[src/rtl/mem_bus_arbiter.sv]
// ============================================================================
//  mem_bus_arbiter
//  Round-robin owner of the shared 16-bit memory bus: fetch vs. load/store,
//  fixed-latency access sequencing, ROM/RAM decode and registered responses.
//  Revision: 1.0
// ============================================================================
`timescale 1ns/1ps
`default_nettype none

module mem_bus_arbiter #(
   parameter int          WAIT_CYCLES = 2,
   parameter logic [15:0] ROM_LIMIT   = 16'h0100
) (
   input  logic        clock,
   input  logic        reset,
   input  logic        f_req,
   input  logic [15:0] f_addr,
   output logic        f_gnt,
   output logic        f_done,
   output logic [15:0] f_rdata,
   input  logic        d_req,
   input  logic        d_we,
   input  logic [15:0] d_addr,
   input  logic [15:0] d_wdata,
   output logic        d_gnt,
   output logic        d_done,
   output logic        d_err,
   output logic [15:0] d_rdata,
   output logic [15:0] mem_addr,
   output logic [15:0] mem_wdata,
   input  logic [15:0] mem_rdata,
   output logic        MR,
   output logic        MW,
   output logic        rom_en,
   output logic        ram_en,
   output logic        addr_sel_pc,
   output logic        addr_sel_alu,
   output logic        busy
);

   localparam logic [1:0] c_st_idle     = 2'd0;
   localparam logic [1:0] c_st_access   = 2'd1;
   localparam logic [1:0] c_st_complete = 2'd2;
   localparam logic [1:0] c_st_err      = 2'd3;

   localparam logic       c_own_fetch   = 1'b0;
   localparam logic       c_own_data    = 1'b1;
   localparam logic [3:0] c_cnt_last    = 4'(WAIT_CYCLES - 1);

   logic [1:0]  r_state, w_state_nxt;
   logic [3:0]  r_cnt, w_cnt_nxt;
   logic        r_owner, w_owner_nxt;
   logic        r_last_owner, w_last_nxt;
   logic        r_we, w_we_nxt;
   logic [15:0] r_addr, w_addr_nxt;
   logic [15:0] r_wdata, w_wdata_nxt;

   logic        w_grant, w_win_data, w_last_beat, w_access_nxt, w_rom_hit;

   logic        w_f_gnt, w_f_done, w_d_gnt, w_d_done, w_d_err;
   logic [15:0] w_f_rdata, w_d_rdata, w_mem_addr, w_mem_wdata;
   logic        w_mr, w_mw, w_rom_en, w_ram_en, w_sel_pc, w_sel_alu, w_busy;

   // On contention the requester that did not own the previous access wins.
   assign w_grant     = (r_state == c_st_idle) && (f_req || d_req);
   assign w_win_data  = d_req && (!f_req || (r_last_owner == c_own_fetch));
   assign w_last_beat = (r_state == c_st_access) && (r_cnt == c_cnt_last);

   always_ff @(posedge clock or negedge reset) begin
      if (!reset) begin
         r_state      <= c_st_idle;
         r_cnt        <= 4'd0;
         r_owner      <= c_own_fetch;
         r_last_owner <= c_own_fetch;
         r_we         <= 1'b0;
         r_addr       <= 16'h0000;
         r_wdata      <= 16'h0000;
         f_gnt        <= 1'b0;
         f_done       <= 1'b0;
         f_rdata      <= 16'h0000;
         d_gnt        <= 1'b0;
         d_done       <= 1'b0;
         d_err        <= 1'b0;
         d_rdata      <= 16'h0000;
         mem_addr     <= 16'h0000;
         mem_wdata    <= 16'h0000;
         MR           <= 1'b0;
         MW           <= 1'b0;
         rom_en       <= 1'b0;
         ram_en       <= 1'b0;
         addr_sel_pc  <= 1'b0;
         addr_sel_alu <= 1'b0;
         busy         <= 1'b0;
      end else begin
         r_state      <= w_state_nxt;
         r_cnt        <= w_cnt_nxt;
         r_owner      <= w_owner_nxt;
         r_last_owner <= w_last_nxt;
         r_we         <= w_we_nxt;
         r_addr       <= w_addr_nxt;
         r_wdata      <= w_wdata_nxt;
         f_gnt        <= w_f_gnt;
         f_done       <= w_f_done;
         f_rdata      <= w_f_rdata;
         d_gnt        <= w_d_gnt;
         d_done       <= w_d_done;
         d_err        <= w_d_err;
         d_rdata      <= w_d_rdata;
         mem_addr     <= w_mem_addr;
         mem_wdata    <= w_mem_wdata;
         MR           <= w_mr;
         MW           <= w_mw;
         rom_en       <= w_rom_en;
         ram_en       <= w_ram_en;
         addr_sel_pc  <= w_sel_pc;
         addr_sel_alu <= w_sel_alu;
         busy         <= w_busy;
      end
   end

   always_comb begin
      w_state_nxt = r_state;
      w_cnt_nxt   = r_cnt;
      w_owner_nxt = r_owner;
      w_last_nxt  = r_last_owner;
      w_we_nxt    = r_we;
      w_addr_nxt  = r_addr;
      w_wdata_nxt = r_wdata;
      case (r_state)
         c_st_idle: begin
            if (w_grant) begin
               w_owner_nxt = w_win_data;
               w_last_nxt  = w_win_data;
               w_addr_nxt  = w_win_data ? d_addr : f_addr;
               w_we_nxt    = w_win_data && d_we;
               w_wdata_nxt = w_win_data ? d_wdata : r_wdata;
               w_cnt_nxt   = 4'd0;
               // Stores into ROM never reach the bus.
               if (w_win_data && d_we && (d_addr < ROM_LIMIT))
                  w_state_nxt = c_st_err;
               else
                  w_state_nxt = c_st_access;
            end
         end
         c_st_access: begin
            if (r_cnt == c_cnt_last) begin
               w_state_nxt = c_st_complete;
               w_cnt_nxt   = 4'd0;
            end else begin
               w_cnt_nxt   = r_cnt + 4'd1;
            end
         end
         c_st_complete: w_state_nxt = c_st_idle;
         c_st_err:      w_state_nxt = c_st_idle;
         default:       w_state_nxt = c_st_idle;
      endcase
   end

   // Outputs are decoded from the next state so that every port is a flop.
   always_comb begin
      w_access_nxt = (w_state_nxt == c_st_access);
      w_rom_hit    = (w_addr_nxt < ROM_LIMIT);
      w_f_gnt      = w_grant && !w_win_data;
      w_d_gnt      = w_grant && w_win_data;
      w_mr         = w_access_nxt && !w_we_nxt;
      w_mw         = w_access_nxt && w_we_nxt;
      w_rom_en     = w_access_nxt && w_rom_hit;
      w_ram_en     = w_access_nxt && !w_rom_hit;
      w_sel_pc     = w_access_nxt && (w_owner_nxt == c_own_fetch);
      w_sel_alu    = w_access_nxt && (w_owner_nxt == c_own_data);
      w_mem_addr   = w_access_nxt ? w_addr_nxt : mem_addr;
      w_mem_wdata  = w_access_nxt ? w_wdata_nxt : mem_wdata;
      w_f_done     = w_last_beat && (r_owner == c_own_fetch);
      w_d_done     = (w_last_beat && (r_owner == c_own_data)) || (r_state == c_st_err);
      w_d_err      = (r_state == c_st_err);
      w_f_rdata    = (w_last_beat && !r_we && (r_owner == c_own_fetch)) ? mem_rdata : f_rdata;
      w_d_rdata    = (w_last_beat && !r_we && (r_owner == c_own_data)) ? mem_rdata : d_rdata;
      w_busy       = (w_state_nxt != c_st_idle);
   end

endmodule

`default_nettype wire

[config.mk]
export PLATFORM = sky130hd
export DESIGN_NAME = mem_bus_arbiter
export DESIGN_NICKNAME = d
export VERILOG_FILES = /design/src/rtl/mem_bus_arbiter.sv
export SDC_FILE = /design/constraint.sdc
export NUM_CORES = 1
export LEC_CHECK = 0
export CORE_AREA = 10 10 111 113
export CTS_CLUSTER_DIAMETER = 40
export DETAILED_ROUTE_END_ITERATION = 10
export DIE_AREA = 0 0 121 123
export PLACE_DENSITY_LB_ADDON = 0.25
export SETUP_SLACK_MARGIN = 0.3
export SLEW_MARGIN = 20
export SYNTH_ARGS = -nofsm -noshare
export SYNTH_HDL_FRONTEND = slang
export SYNTH_SLANG_ARGS = --single-unit
[constraint.sdc]
create_clock -name clock -period 2.6 [get_ports clock]
set_input_delay 0.65 -clock clock [delete_from_list [all_inputs] [get_ports clock]]
set_output_delay 0.65 -clock clock [all_outputs]
set_load 0.01 [all_outputs]
### Yosys cells after proc, flatten, opt, wreduce, memory -nomap -nowiden

Index checks and enable logic that the tools add are counted.

| word-level totals | value |
|---|---|
| flip-flop bits (word level) | 117 |
| input bits | 69 |
| output and inout port bits | 76 |

| cells by class | value |
|---|---|
| add/subtract/negate cells | 1 |
| $lt $le $gt $ge | 2 |
| equal/unequal tests | 6 |
| multiplexer cells | 17 |
| bitwise gates (word level) | 3 |
| reduce and logical (&&, ||, !) cells | 32 |

Operators with widths:

| kind | number |
|---|---|
| $mux 16 | 6 |
| $lt 16x9->1 const B | 2 |
| $logic_and 1x1->1 | 18 |
| $mux 4 | 2 |
| $pmux 4 s2 | 1 |
| $mux 2 | 3 |
| $pmux 2 s3 | 1 |
| $logic_not 1->1 | 5 |
| $add 4x1->4 const B | 1 |
| $eq 2x1->1 const B | 2 |
| $eq 2x2->1 const B | 2 |
| $eq 4x1->1 const B | 1 |
| $mux 1 | 4 |
| $reduce_and 2->1 | 2 |
| $reduce_bool 2->1 | 2 |
| $logic_or 1x1->1 | 3 |
| $not 1->1 | 3 |
| $logic_not 2->1 | 1 |
| $ne 2x2->1 const B | 1 |
| $reduce_or 2->1 | 1 |

### Longest topological paths before layout

| depth | value |
|---|---|
| depth in word-level cells | 10 |
| gate-level depth with buffers | 9 |
| depth with buffers taken out | 6 |

### Least setup slack after synthesis

No wires, ideal clock.

| timing path | value |
|---|---|
| path kind | input -> register |
| start | input port d_addr[12] |
| end | register mem_addr[14] |
| setup time | 0.125 ns |
| arrival time | 2.044 ns |
| data required time | 2.475 ns |
| path slack | 0.431 ns |
| stages on the path | 7 |
| path through | nor4b_1 > nand2_1 > o31ai_1 > nand2b_1 > buf_2 > buf_4 > mux2_2 |

| between the ends | value |
|---|---|
| longest elaborated chain between the ends | 6 |

Ends and longest elaborated chain:

| element | line | text |
|---|---|---|
| start: declaration | 23 | `input logic [15:0] d_addr,` |
| $lt 16x9->1 | 139 | `if (w_win_data && d_we && (d_addr < ROM_LIMIT))` |
| $logic_and 1x1->1 | 139 |  |
| $mux 2 | 139 |  |
| $mux 2 | 131 | `if (w_grant) begin` |
| $pmux 2 s3 | 129 | `case (r_state)` |
| via w_state_nxt[1] | 50 | `logic [1:0] r_state, w_state_nxt;` |
| $eq 2x1->1 | 161 | `w_access_nxt = (w_state_nxt == c_st_access);` |
| end signal: assignment | 109 | `mem_addr <= w_mem_addr;` |
| end: declaration | 29 | `output logic [15:0] mem_addr,` |

The timed path passes the listed nets, and every way through them passes these cells.
A chain may end at the register's enable or synchronous reset.

### Worst setup path after layout

| timing path | value |
|---|---|
| start | input port d_req |
| end | register ram_en |

| between the ends | value |
|---|---|
| elaborated cells between the ends (all ways) | 15 |

RTL lines:

| element | line | text |
|---|---|---|
| start: declaration | 21 | `input logic d_req,` |
| $logic_and 1x1->1 or $logic_or 1x1->1 (tied branches) | 66, 65 |  |
| $mux 16 or $logic_and 1x1->1 (tied branches) | 134, 65 |  |
| $mux 16 (*) | 131 |  |
| $mux 16 (*) | 129 |  |
| via w_addr_nxt[10] | 55 | `logic [15:0] r_addr, w_addr_nxt;` |
| $lt 16x9->1 (*) | 162 | `w_rom_hit = (w_addr_nxt < ROM_LIMIT);` |
| $logic_not 1->1 (*) | 168 | `w_ram_en = w_access_nxt && !w_rom_hit;` |
| $logic_and 1x1->1 (*) | 168 |  |
| via w_ram_en | 62 | `logic w_mr, w_mw, w_rom_en, w_ram_en, w_sel_pc, w_sel_alu, w_busy;` |
| end signal: assignment | 114 | `ram_en <= w_ram_en;` |
| end: declaration | 35 | `output logic ram_en,` |

The timed path passes the listed nets; every way through them passes the cells marked *.

==> results.sh <==
export IMPL_p_sw_mw=2.87
export IMPL_drt_first_pass_iters=4
export IMPL_wl_per_cell_um=17.3
export IMPL_switching_share_pct=31.1
export IMPL_final_nets=588
export IMPL_run_status="finished, final reports clean"
export IMPL_die_w_um=121
export IMPL_path_buf_inv=2
export IMPL_relSlewSlack_pct=51.8
export IMPL_cp_start_kind="input pin"
export IMPL_p_per_area_mw_per_mm2=1340
export IMPL_cpPeakStageDelay_ns=0.56
export IMPL_htree_num_levels=4
export IMPL_gp_congestion=0.845
export IMPL_ys_seq_area_share_pct=64.8
export IMPL_routed_via_density=4.86
export IMPL_drc=0
export IMPL_p_int_mw=6.36
export IMPL_finalHoldWorstSlack_ns=0.126
export IMPL_cellLeakagePower_nw=3.10
export IMPL_core_mm2=0.0101
export IMPL_synth_area_top_cells="dfrtp_1 65%, mux2_2 16%, nand2_1 6.1%, a22oi_1 1.3%, a221o_1 1.1%"
export IMPL_grt_overflow=0
export IMPL_cap_violations=0
export IMPL_synth_warning_count=0
export IMPL_diodes=0
export IMPL_drt_wl_total_um=11500
export IMPL_cts_hold_buffers=0
export IMPL_grt_usage_pct=15.7
export IMPL_cp_max_fo=9
export IMPL_fp_dieH_um=123
export IMPL_path_class="in -> reg"
export IMPL_p_seq_share_pct=33.5
export IMPL_port_buffer_count=144
export IMPL_hold_viol_final=0
export IMPL_setup_viol=0
export IMPL_rsz0062_at_grt="no"
export IMPL_drt_iter0_drc=150
export IMPL_avgSynthCellArea_um2=13.1
export IMPL_multi_input_area_mm2=0.00148
export IMPL_rows=37
export IMPL_netlist_area_leader_share_pct=64.8
export IMPL_drive_gt1_share_pct=24.7
export IMPL_fin_crit_ns=2.21
export IMPL_grt_pass1_wl_um=18600
export IMPL_synthDistinctLibCells=37
export IMPL_cts_sinks=117
export IMPL_synth_top_cell_by_area="dfrtp_1"
export IMPL_ys_ff_latch=117
export IMPL_grt_pass1_vias=3581
export IMPL_clockRootBuffer="clkbuf_8"
export IMPL_grt_antenna_before_repair=0
export IMPL_worstPathArrival_ns=2.60
export IMPL_crit_path_end_kind="flop"
export IMPL_crit_family="compound AO/OA/AOI/OAI gates"
export IMPL_post_cts_setup_buffer_count=0
export IMPL_p_comb_share_pct=41.4
export IMPL_final_max_slew_violation_count=0
export IMPL_clk_pin_slew_ns=0.06
export IMPL_finClkSkew_ns=0.00891
export IMPL_worstSkewPairLatency_ns=0.49
export IMPL_synthArstFlopShare_pct=100
export IMPL_syn_to_final_growth_pct=52.0
export IMPL_synth_edf_count=0
export IMPL_cts_buffers=17
export IMPL_p_total_mw=9.22
export IMPL_ys_flop_type="dfrtp_1"
export IMPL_dp_hpwl_um=8430
export IMPL_cts_tree="done"
export IMPL_num_fill_cells=734
export IMPL_max_clock_freq_mhz=452
export IMPL_hold_path_class="in -> async"
export IMPL_synth_cells=345
export IMPL_seq_area_mm2=0.00293
export IMPL_initial_core_util_pct=44.5
export IMPL_post_route_period_util_pct=85.1
export IMPL_cp_data_required_time_ns=2.98
export IMPL_synth_area_mm2=0.00452
export IMPL_worstMarginPinSlew_ns=0.723
export IMPL_synth_fp_nets=416
export IMPL_cpMaxStageDelayCell="or4_1"
export IMPL_cts_buffer_depth=2
export IMPL_grt_max_degree=47
export IMPL_io_pins=145
export IMPL_worst_ir_drop_vdd_mv=0.566
export IMPL_worstPathCellList="clkdlybuf4s50_1 -> a21boi_1 -> nand2_2 -> inv_2 -> a221o_1 -> or4_1 -> o21ba_1"
export IMPL_num_vias=3235
export IMPL_die_area_mm2=0.0149
export IMPL_p_clk_share_pct=25.1
export IMPL_detail_route_antenna_nets=0
export IMPL_post_cts_resized=0
-- layout by cell type, fill, tap and decap left out, types with 2 or more instances in the layout --
cell,netlist,layout
clkdlybuf4s50_1,0,143
dfrtp_1,117,117
nand2_1,73,73
mux2_2,64,64
buf_4,2,25
clkbuf_16,0,16
inv_1,8,8
a22oi_1,8,8
nor2_1,7,7
a21boi_0,6,5
a221o_1,5,5
a21oi_1,4,4
o21ai_0,4,4
clkinv_4,0,4
clkinvlp_4,0,4
a221oi_1,3,3
bufinv_16,0,3
and3_1,2,2
nor2b_1,2,2
nor3_2,2,2
nor3b_1,2,2
a21o_1,2,2
ha_1,2,2
inv_6,0,2
buf_12,0,2
-- kinds of logic after synthesis --
| logic type | after synthesis | share of synthesized area, % |
|---|---|---|
| multiplexers | 64 | 16.0 |
| AND/OR/NAND/NOR | 99 | 9.67 |
| buffers and inverters | 26 | 2.85 |
| flip-flops | 117 | 64.8 |
| adder cells (fa/ha/maj) | 2 | 0.554 |
| AO/OA/AOI/OAI | 37 | 6.12 |
-- synth_stat cells, types with 3 or more instances --
cell,n
a21boi_0,6
a21oi_1,4
a221o_1,5
a221oi_1,3
a22oi_1,8
buf_2,7
clkbuf_1,6
dfrtp_1,117
inv_1,8
mux2_2,64
nand2_1,73
nor2_1,7
o21ai_0,4
-- flip-flops by register name (all words and copies together), names as in the netlist, 2 cells and up --
register,count
mem_wdata,16
d_rdata,16
r_cnt,4
r_addr,16
f_rdata,16
r_wdata,16
r_state,2
mem_addr,16
-- layout make-up --
type,instances,share of cell area (%)
Inverter,9,0.492
Sequential cell,117,42.7
Clock buffer,18,6.09
Tap cell,136,2.48
Multi-Input combinational cell,202,21.5
Clock inverter,14,2.59
Timing Repair Buffer,170,24.2
-- per-stage QoR --
stage | cell area, µm² | cells | worst slack, ns | TNS (ns) | utilization, %
floorplan | 4520 | 345 | 0.431 | 0 | -
global placement | 6250 | 634 | -0.0677 | -1.10 | 61.7
detailed placement | 6250 | 634 | -0.106 | -2.85 | 61.7
CTS | 6850 | 666 | 0.314 | 0 | 67.5
global route | 6860 | 666 | 0.309 | 0 | 67.7
finish | 6860 | 666 | 0.387 | 0 | 67.7
-- power by group through the flow --
stage | sequential (mW) | combinational, mW | clock (mW)
finish | 3.09 | 3.82 | 2.31
global route | 3.19 | 4.16 | 2.45
CTS | 3.10 | 3.88 | 2.36
detailed placement | 3.12 | 3.84 | 0
global placement | 3.08 | 3.74 | 0
floorplan | 3.31 | 1.69 | 0
-- routing by layer --
layer | vias up | GRT usage (%) | wire [µm]
met4 | 0 | 5.05 | 43
met5 | - | 0 | 0
li1 | 1531 | - | -
met1 | 1583 | 19.0 | 5060
met2 | 117 | 25.0 | 5370
met3 | 4 | 6.84 | 1050
-- worst paths after layout --
path / cells after the start / startpoint / to / slack (ns)
min in group clock: 2 / r_addr[0] / r_addr[0] / 0.46
max in group asynchronous: 2 / reset / d_rdata[13] / 1.66
hold reg to reg: 2 / r_addr[0] / r_addr[0] / 0.46
setup reg to reg: 6 / r_state[1] / ram_en / 0.40
hold / removal: 1 / reset / r_wdata[8] / 0.13
setup / recovery: 7 / d_req / ram_en / 0.39
Power figures use the tool's default switching activity.
